## config.mk

```make
export PLATFORM = sky130hd
export DESIGN_NAME = button_debouncer
export DESIGN_NICKNAME = d
export VERILOG_FILES = /design/src/rtl/button_debouncer.sv
export SDC_FILE = /design/constraint.sdc
export NUM_CORES = 1
export LEC_CHECK = 0
export BUFFER_PORTS_ARGS = -buffer_cell sky130_fd_sc_hd__buf_2
export CORE_MARGIN = 1.5
export CORE_UTILIZATION = 55
export CTS_CLUSTER_SIZE = 8
export DETAILED_ROUTE_END_ITERATION = 16
export PLACE_DENSITY_LB_ADDON = 0.3
export SYNTH_ARGS = -nofsm -noshare
export SYNTH_HDL_FRONTEND = slang
export SYNTH_SLANG_ARGS = --single-unit
```

## constraint.sdc

```tcl
create_clock -name clk_i -period 4.85 [get_ports clk_i]
set_input_delay 0.2425 -clock clk_i [delete_from_list [all_inputs] [get_ports clk_i]]
set_output_delay 0.2425 -clock clk_i [all_outputs]
set_load 0.05 [all_outputs]
```

## src/rtl/button_debouncer.sv

```systemverilog
// Multi-channel button debouncer: per-channel synchroniser, stability filter,
// registered edge pulses and a one-shot long-press pulse.
module button_debouncer #(
  parameter int CHANNELS_G      = 4,
  parameter int SYNC_STAGES_G   = 2,
  parameter int STABLE_CYCLES_G = 1_000_000,
  parameter int HOLD_CYCLES_G   = 50_000_000
) (
  input  logic                  clk_i,
  input  logic                  rst_n_i,
  input  logic [CHANNELS_G-1:0] signal_i,
  output logic [CHANNELS_G-1:0] level_o,
  output logic [CHANNELS_G-1:0] pedge_o,
  output logic [CHANNELS_G-1:0] nedge_o,
  output logic [CHANNELS_G-1:0] hold_o
);

  localparam int STAB_W = $clog2(STABLE_CYCLES_G + 1);
  localparam int HOLD_W = $clog2(HOLD_CYCLES_G + 1);
  localparam logic [STAB_W-1:0] STAB_LAST = STAB_W'(STABLE_CYCLES_G - 1);
  localparam logic [HOLD_W-1:0] HOLD_MAX  = HOLD_W'(HOLD_CYCLES_G);
  localparam logic [HOLD_W-1:0] HOLD_LAST = HOLD_W'(HOLD_CYCLES_G - 1);

  for (genvar gi = 0; gi < CHANNELS_G; gi++) begin : g_ch
    logic [SYNC_STAGES_G-1:0] sync_reg;
    logic                     s;
    logic [STAB_W-1:0]        stab_reg, stab_next;
    logic [HOLD_W-1:0]        hold_cnt_reg, hold_cnt_next;
    logic                     level_reg, level_next;
    logic                     pedge_reg, pedge_next;
    logic                     nedge_reg, nedge_next;
    logic                     hold_reg, hold_next;

    always_ff @(posedge clk_i or negedge rst_n_i) begin
      if (!rst_n_i) begin
        sync_reg <= '0;
      end else begin
        sync_reg <= {sync_reg[SYNC_STAGES_G-2:0], signal_i[gi]};
      end
    end

    assign s = sync_reg[SYNC_STAGES_G-1];

    // A mismatch must survive STABLE_CYCLES_G consecutive edges; any agreement restarts the count.
    always_comb begin
      stab_next  = '0;
      level_next = level_reg;
      pedge_next = 1'b0;
      nedge_next = 1'b0;
      if (s != level_reg) begin
        if (stab_reg == STAB_LAST) begin
          level_next = s;
          pedge_next = s;
          nedge_next = !s;
        end else begin
          stab_next = stab_reg + 1'b1;
        end
      end
    end

    // Counting only while the level is and stays high lets a same-edge release veto the pulse.
    always_comb begin
      hold_cnt_next = '0;
      hold_next     = 1'b0;
      if (level_reg && level_next) begin
        hold_cnt_next = hold_cnt_reg;
        if (hold_cnt_reg != HOLD_MAX) begin
          hold_cnt_next = hold_cnt_reg + 1'b1;
          hold_next     = (hold_cnt_reg == HOLD_LAST);
        end
      end
    end

    always_ff @(posedge clk_i or negedge rst_n_i) begin
      if (!rst_n_i) begin
        stab_reg     <= '0;
        hold_cnt_reg <= '0;
        level_reg    <= 1'b0;
        pedge_reg    <= 1'b0;
        nedge_reg    <= 1'b0;
        hold_reg     <= 1'b0;
      end else begin
        stab_reg     <= stab_next;
        hold_cnt_reg <= hold_cnt_next;
        level_reg    <= level_next;
        pedge_reg    <= pedge_next;
        nedge_reg    <= nedge_next;
        hold_reg     <= hold_next;
      end
    end

    assign level_o[gi] = level_reg;
    assign pedge_o[gi] = pedge_reg;
    assign nedge_o[gi] = nedge_reg;
    assign hold_o[gi]  = hold_reg;
  end

endmodule

```

==> flow_summary.toml, run 1 <==
[status]
outcome = "completed"

[floorplan]
dieHeight_um = 142
core.rowCount = 50
die_x_um = 142
core-area_mm2 = 0.0188
dieArea_mm2 = 0.0201
ioPinCount = 22
start_util = 0.563

[synthesis]
synth_edf_count = 0
ys_seq_area_frac = 0.492
synthesis.nets = 1099
async_flop_share = 1.00
synth_seq_cells = 208
synth_top_area_frac = 0.492
ys_types = 48
synth_top_area_cell = "dfrtp_1"
avgSynthCellArea_um2 = 9.78
syn_inst = 1081
yosysWarningCount = 0
syn-cell-area_mm2 = 0.0106
synth-main-ff-cell = "dfrtp_1"
synthTopCellsByArea = "dfrtp_1 49%, xnor2_1 4.2%, xor2_1 4.0%"
yosysMostFrequentCell = "dfrtp_1"
synth_common_cells = "208 x dfrtp_1, 104 x nor2_1, 76 x a21oi_1"

[cts]
clock-root-buffer = "clkbuf_16"
clock_latency_ns = 0.53
clkTransAtPathRegs_ns = 0.05
cts_tree = "yes"
cts_made_buffers = 29
clockBufferDepth = 3
clkSinkCount = 208
cts_resized = 0
h-tree-depth = 1

[cells_and_area]
register_area_mm2 = 0.00520
multi_input_area_mm2 = 0.00500
nets = 1109
largest_reg_flops = 104
fin_area_mm2 = 0.0115
area.growth.synth_to_final_pct = 9.26
drive_above_1_share = 0.0780
fillers = 1558
antenna_cells = 0

[routing]
wl_per_cell_um = 15.1
routed-via-count = 8060
vias_per_cell = 6.09
dr.pass1.iters = 4
postRouteAntennaNets = 0
drt-initial-drc-count = 500
routed_wl_mm = 20.0
drc = 0

[place]
hpwl_mm = 12.9
port_buffers = 21
gp_congestion = 0.773
postPlaceCellArea_mm2 = 0.0108
dp_slack_ns = 2.20

[timing]
setup_viol = 0
max_freq_ghz = 0.380
tightest_slew_ns = 1.18
slew_viol_final = 0
post-route-min-period_ns = 2.63
rsz0062_at_grt = "false"
hold_ws_ns = 0.334
relSlewSlack = 0.216
setup_tns_ns = 0
finalHoldViolCount = 0
finalCritPeriodShare = 0.542
fin_ws_ns = 2.22
fin_skew_ns = 0.0146

[critical_path]
crit_required_ns = 5.21
regToRegEndpoint = "g_ch[0].hold_cnt_reg[0]"
r2r_start = "g_ch[0].stab_reg[0]"
crit_type = "flop to flop"
critPathMaxFanout = 26
ff2ff_path_depth = 5
cp-start-kind = "flop"
arrival_ns = 2.99
r2r_setup_slack_ns = 2.22
crit_path_end_kind = "flop"

[grt]
grt_max_degree = 106
first_global_vias = 7685
grt_pass1_wl_mm = 35.3
grt-ovfl-total = 0
grt.total_usage = 0.208
antenna_found_initial = 0

[worst_hold_path]
hp-class = "input pin to async pin"

[power_and_ir_drop]
ir_worst_vdd_mv = 0.309
finalPower_mw = 3.53
leakagePower_nw = 4.41
powerDensity_mw_per_mm2 = 306

[flow_run]
cap_viol_max_count = 0
critical path: stages, from the launching register on:
cell and delay (ns):
dfrtp_1 0.40, ha_1 0.23, nand2_1 0.15, or4_1 0.65, o31ai_4 0.90, nor3_1 0.13
placed cells by master (no fill, tap or decap), drive strengths merged, types with 4 or more instances in the layout:
master       Yosys  layout
dfrtp          208     208
o21ai           39      39
nor3            19      19
mux2             4       4
nand2           61      61
buf             31      25
nand4           52      52
xor2            48      48
nand3           67      67
and4            19      19
or2              6       6
and3            22      22
nor3b           12      12
xnor2           51      51
dlygate4sd3      0       5
clkbuf          20      29
nor4b            9       9
o31ai           45      45
nor4bb           4       4
and2             8       8
or4             49      49
or3             43      43
a21oi           77      77
nor4            27      27
inv             29      30
ha              12      12
nor2           104     104
layout make-up:
cell class                      instances  area share
Multi-Input combinational cell        793       0.433
Clock buffer                           29      0.0628
Timing Repair Buffer                   30      0.0180
Inverter                               29     0.00943
Tap cell                              234      0.0254
Sequential cell                       208       0.451
Clock inverter                          1    0.000758
routing by layer:
layer  GRT usage  part of all wire
met1       0.296              0.49
met2       0.339              0.47
met3      0.0280             0.029
met4      0.0499             0.016
met5           0                 0
stage by stage:
stage                     cells   util
final                      1324  0.615
after detailed placement   1289  0.573
after floorplan            1081      -
after global placement     1289  0.573
after global routing       1324  0.615
after CTS                  1324  0.615
power by group:
group / internal (mW) / total [mW] / switching (mW)
clock: 1.04 / 1.70 / 0.666
sequential: 1.75 / 1.76 / 0.0121
combinational: 0.0174 / 0.0675 / 0.0502
total: 2.80 / 3.53 / 0.728
timing repair:
item                      4_1_cts  5_1_grt
hold endpoints to repair      107        0
hold buffers                    5        0
setup buffers                   0        0
cell families (layout without fill, tap and decap cells):
group	after synthesis	count (layout)	share of synthesized area
buffers and inverters	80	89	0.0371
AOI/OAI and AO/OA	167	167	0.0949
muxes	4	4	0.00426
DFF	208	208	0.492
adders and majority gates	12	12	0.0142
and+or+nand+nor	511	511	0.275
xor gates and xnor gates	99	99	0.0820
how the worst max path moves through the flow:
stage,depth (start not counted),slack (ns),endpoint,startpoint
floorplan,7,2.76,g_ch[0].hold_cnt_reg[10],g_ch[0].stab_reg[0]
global placement,5,2.24,g_ch[0].hold_cnt_reg[0],g_ch[0].stab_reg[0]
detailed placement,5,2.20,g_ch[0].hold_cnt_reg[0],g_ch[0].stab_reg[0]
CTS,5,2.19,g_ch[0].hold_cnt_reg[0],g_ch[0].stab_reg[0]
global route,5,2.02,g_ch[0].hold_cnt_reg[19],g_ch[0].stab_reg[0]
finish,5,2.22,g_ch[0].hold_cnt_reg[0],g_ch[0].stab_reg[0]
No activity file was read; power rests on OpenSTA's default activity.
==> inputs of run 2 (changes only) <==
==> constraint.sdc (replaced) <==
create_clock -name clk_i -period 2.25 [get_ports clk_i]
set_input_delay 0.1125 -clock clk_i [delete_from_list [all_inputs] [get_ports clk_i]]
set_output_delay 0.1125 -clock clk_i [all_outputs]
set_load 0.05 [all_outputs]
==> run 2 against run 1 <==
Final area increased by 2.2%. Hold slack got worse by 0.19 ns. Clock power increased by 110%. Highest routed layer unchanged. Core utilization increased by 1.3 points. Wire length increased by 0.75%. Worst setup slack got worse by 2.1 ns. Critical endpoint is now g_ch[0].level_reg. Global-route usage increased by 0.40 points.
==> flow_summary.toml, run 2 (same netlist as run 1, synthesis figures left out) <==
[cells_and_area]
nets = 1134
utilization = 0.629
fillers = 1535
final_cell_mix = "207 x dfrtp_1, 104 x nor2_1, 76 x a21oi_1, 66 x nand3_1, 61 x nand2_1"
drive_above_1_share = 0.101
layout_commonest_cell = "dfrtp_1"
area.growth.synth_to_final_pct = 11.6
fin_area_mm2 = 0.0118
antenna_cells = 0
largest_reg_flops = 104

[grt]
grt.total_usage = 0.212
first_global_vias = 7877
grt_pass1_wl_mm = 36.0
antenna_found_initial = 0
grt_max_degree = 69
grt-ovfl-total = 0

[timing]
finalCritPeriodShare = 0.931
fin_skew_ns = 0.0121
tightest_slew_ns = 0.526
post-route-min-period_ns = 2.09
finalHoldViolCount = 0
slew_viol_final = 0
setup_viol = 0
relSlewSlack = 0.649
rsz0062_at_grt = "false"
max_freq_ghz = 0.477
setup_tns_ns = 0

[routing]
routed-via-count = 8102
vias_per_cell = 6.01
postRouteAntennaNets = 0
wl_per_cell_um = 15.0
drc = 0
routed_wl_mm = 20.2
dr.pass1.iters = 5
drt-initial-drc-count = 422

[worst_hold_path]
hp-class = "input pin to async pin"

[cts]
clock-root-buffer = "clkbuf_16"
h-tree-depth = 1
cts_tree = "yes"
clockBufferDepth = 3
clock_latency_ns = 0.52
clkTransAtPathRegs_ns = 0.05
post-cts-setup-buffers = 0
cts_made_buffers = 29
clkSinkCount = 208

[power_and_ir_drop]
powerDensity_mw_per_mm2 = 645
ir_worst_vdd_mv = 0.542
leakagePower_nw = 4.55

[floorplan]
dieArea_mm2 = 0.0201
core-area_mm2 = 0.0188
ioPinCount = 22
dieHeight_um = 142
start_util = 0.563
core.rowCount = 50
die_x_um = 142

[critical_path]
regToRegEndpoint = "g_ch[0].level_reg"
ff2ff_path_depth = 5
cp-start-kind = "flop"
cp_num_buf_inv = 0
crit_required_ns = 2.66
critPathMaxFanout = 5
slowest_delay_ns = 0.62
crit_type = "flop to flop"
r2r_setup_slack_ns = 0.16
crit_path_end_kind = "flop"
cp_slowest_cell = "or4_1"
arrival_ns = 2.50
critical_path.top_delay_family = "simple AND/OR/NAND/NOR gates"
crit_chain = "ha_1 > nand2_1 > or4_1 > or2_2 > mux2_2"
r2r_start = "g_ch[0].stab_reg[0]"

[place]
hpwl_mm = 13.1
gp_congestion = 0.788
port_buffers = 21
postPlaceCellArea_mm2 = 0.0110

[flow_run]
cap_viol_max_count = 0

[status]
outcome = "completed"
-- run 2: changes by cell type in the layout (fill, tap and decap cells not counted) --
cell     previous run  this run
dfrtp_2             0         1
ha_1               12        11
ha_2                0         1
dfrtp_1           208       207
buf_4               3        23
inv_6               1         0
or4_4               3         4
or4_1              46        45
buf_12              1         6
-- run 2: worst max path at each step --
stage / start / end / slack [ns] / cells after the start
after CTS: g_ch[1].hold_cnt_reg[0] / g_ch[1].hold_cnt_reg[20] / 0.1 / 5
after floorplan: g_ch[0].stab_reg[0] / g_ch[0].hold_cnt_reg[10] / 0.16 / 7
final: g_ch[0].stab_reg[0] / g_ch[0].level_reg / 0.16 / 5
after global routing: g_ch[0].stab_reg[0] / g_ch[0].level_reg / 0.05 / 5
after detailed placement: g_ch[1].hold_cnt_reg[0] / g_ch[1].hold_cnt_reg[24] / 0.09 / 5
after global placement: g_ch[1].hold_cnt_reg[0] / g_ch[1].hold_cnt_reg[20] / 0.15 / 5
-- run 2: stage by stage --
step	setup WS (ns)	total power [mW]	std cells	hold slack (ns)
4_1_cts	0.0966	7.72	1348	0.155
3_3_place_gp	0.154	4.01	1314	0.104
5_1_grt	0.0454	7.90	1348	0.177
6_report	0.155	7.61	1348	0.140
2_1_floorplan	0.156	3.90	1081	-0.183
3_5_place_dp	0.0933	4.02	1314	0.108
-- run 2: power by group --
| part | switching, mW | leakage [nW] | internal, mW |
|---|---|---|---|
| registers | 0.0261 | 2.88 | 3.77 |
| clock network | 1.43 | 0.357 | 2.23 |
| logic | 0.111 | 1.31 | 0.0446 |
-- run 2: layout make-up --
type / instances / area (um2) / share of cell area
Tap cell: 234 / 293 / 0.0248
Clock buffer: 29 / 726 / 0.0615
Sequential cell: 208 / 5210 / 0.441
Timing Repair Buffer: 55 / 458 / 0.0388
Inverter: 29 / 109 / 0.00923
Multi-Input combinational cell: 793 / 5000 / 0.424
-- run 2: layer usage --
layer / vias to the layer above / global-route usage / routed length, um
met5: - / 0 / 0
li1: 4001 / - / -
met4: 0 / 0.0526 / 363
met1: 3963 / 0.292 / 9480
met2: 107 / 0.352 / 9640
met3: 31 / 0.0348 / 666
-- run 2: repair_timing --
action	in CTS	in global routing
gates resized for setup	0	3
hold endpoints to repair	73	0
endpoints found under the setup margin	0	2
hold buffers	5	0
==> inputs of run 3 (changes only) <==
--- a/config.mk
+++ b/config.mk
@@ -10,7 +10,7 @@
 export CORE_UTILIZATION = 55
 export CTS_CLUSTER_SIZE = 8
 export DETAILED_ROUTE_END_ITERATION = 16
-export PLACE_DENSITY_LB_ADDON = 0.3
+export PLACE_DENSITY = 0.82
 export SYNTH_ARGS = -nofsm -noshare
 export SYNTH_HDL_FRONTEND = slang
 export SYNTH_SLANG_ARGS = --single-unit
==> run 3 against run 2 <==
Non-clock buffer count down 4. Sequential share of layout area up 0.13 points. Register-to-register slack worse by 0.06 ns. Fmax down 2.7%. Global-route usage up 0.71 points. Via count up 1.9%. Die area unchanged. Combinational power about the same. Final cell count down 0.22%. Clock power about the same.
==> flow_summary.toml, run 3 (same netlist as run 1, synthesis figures left out) <==
[floorplan]
core.rowCount = 50
ioPinCount = 22
start_util = 0.563
dieArea_mm2 = 0.0201
core-area_mm2 = 0.0188
dieHeight_um = 142
die_x_um = 142

[critical_path]
slowest_delay_ns = 0.52
arrival_ns = 2.59
cp_slowest_cell = "or3_2"
cp-start-kind = "flop"
critical_path.top_delay_family = "simple AND/OR/NAND/NOR gates"
crit_required_ns = 2.68
cp_num_buf_inv = 1
crit_path_end_kind = "flop"
critPathMaxFanout = 6
crit_type = "flop to flop"
crit_chain = "ha_2 > nand4_1 > buf_4 > or3_2 > or4_1 > a21oi_1"

[timing]
setup_viol = 0
relSlewSlack = 0.571
tightest_slew_ns = 0.644
rsz0062_at_grt = "false"
fin_skew_ns = 0.0256
post-route-min-period_ns = 2.15
setup_tns_ns = 0
max_freq_ghz = 0.465
finalHoldViolCount = 0
finalCritPeriodShare = 0.957
slew_viol_final = 0

[cts]
h-tree-depth = 1
clock-root-buffer = "clkbuf_16"
clock_latency_ns = 0.54
clockBufferDepth = 3
clkSinkCount = 208
cts_made_buffers = 29
clkTransAtPathRegs_ns = 0.05
cts_tree = "yes"

[cells_and_area]
nets = 1130
layout_commonest_cell = "dfrtp_1"
final_cell_mix = "207 x dfrtp_1, 104 x nor2_1, 76 x a21oi_1, 66 x nand3_1, 61 x nand2_1"
antenna_cells = 0
fin_area_mm2 = 0.0118
drive_above_1_share = 0.0981
largest_reg_flops = 104
final_cells = 1345
fillers = 1528
area.growth.synth_to_final_pct = 11.3

[routing]
vias_per_cell = 6.14
drt-initial-drc-count = 490
routed_wl_mm = 21.1
dr.pass1.iters = 5
wl_per_cell_um = 15.7
drc = 0
routed-via-count = 8259
postRouteAntennaNets = 0

[worst_hold_path]
hp-class = "input pin to async pin"

[grt]
grt.total_usage = 0.219
first_global_vias = 8114
grt_max_degree = 84
antenna_found_initial = 0
grt_pass1_wl_mm = 37.2
grt-ovfl-total = 0

[place]
gp_congestion = 0.851
port_buffers = 21
hpwl_mm = 13.9
dp.cells = 1310
postPlaceCellArea_mm2 = 0.0110

[flow_run]
cap_viol_max_count = 0

[power_and_ir_drop]
leakagePower_nw = 4.53
finalPower_mw = 7.64
powerDensity_mw_per_mm2 = 649
ir_worst_vdd_mv = 0.557

[status]
outcome = "completed"
[run 3: worst paths after layout]
check	from	end	slack [ns]	cells after the start
max	g_ch[1].hold_cnt_reg[0]	g_ch[1].hold_cnt_reg[22]	0.1	6
min	rst_n_i	g_ch[3].hold_cnt_reg[23]	0.16	2
max reg2reg	g_ch[1].hold_cnt_reg[0]	g_ch[1].hold_cnt_reg[22]	0.1	6
min reg2reg	g_ch[0].sync_reg[0]	g_ch[0].sync_reg[1]	0.35	0
max in group asynchronous	rst_n_i	g_ch[0].hold_cnt_reg[20]	1.36	3
min in group clk_i	signal_i[0]	g_ch[0].sync_reg[0]	0.22	2
[run 3: what timing repair did]
action                                  4_1_cts  5_1_grt
buffers inserted                              0        0
resized for setup                             0        3
endpoints found under the setup margin        0        4
hold buffers                                  5        0
hold endpoints to repair                     82        0
[run 3: worst register-to-register path: cells and delay by family, from the launching register on]
| kind | cells | cell delay (ns) |
|---|---|---|
| AOI/OAI and AO/OA | 1 | 0.17 |
| buffers and inverters | 1 | 0.19 |
| and+or+nand+nor | 3 | 1.08 |
| adders and majority gates | 1 | 0.22 |
| DFF | 1 | 0.41 |
[run 3: layout make-up]
class,count,area (um2),area share
Clock buffer,29,726,0.0617
Inverter,29,109,0.00925
Multi-Input combinational cell,793,5000,0.425
Timing Repair Buffer,51,415,0.0353
Sequential cell,208,5210,0.443
Clock inverter,1,8.76,0.000745
Tap cell,234,293,0.0249
[run 3: per-stage QoR]
step / util / worst slack, ns / hold WS (ns)
floorplan: - / 0.156 / -0.183
global placement: 0.585 / 0.159 / 0.153
detailed placement: 0.585 / 0.0544 / 0.162
CTS: 0.626 / 0.0341 / 0.199
global route: 0.627 / 0.00869 / 0.230
finish: 0.627 / 0.0976 / 0.156
[run 3: layer usage]
metal	wire length (um)	vias up	global-route usage
met3	838	35	0.0375
met2	10200	152	0.367
met4	393	0	0.0548
met1	9670	4071	0.297
met5	0	-	0
li1	-	4001	-
[run 3: report_power, final]
part           switching [mW]  total [mW]  internal [mW]
combinational           0.109       0.157         0.0476
clock                    1.45        3.68           2.23
sequential             0.0272        3.80           3.77
total                    1.58        7.64           6.06
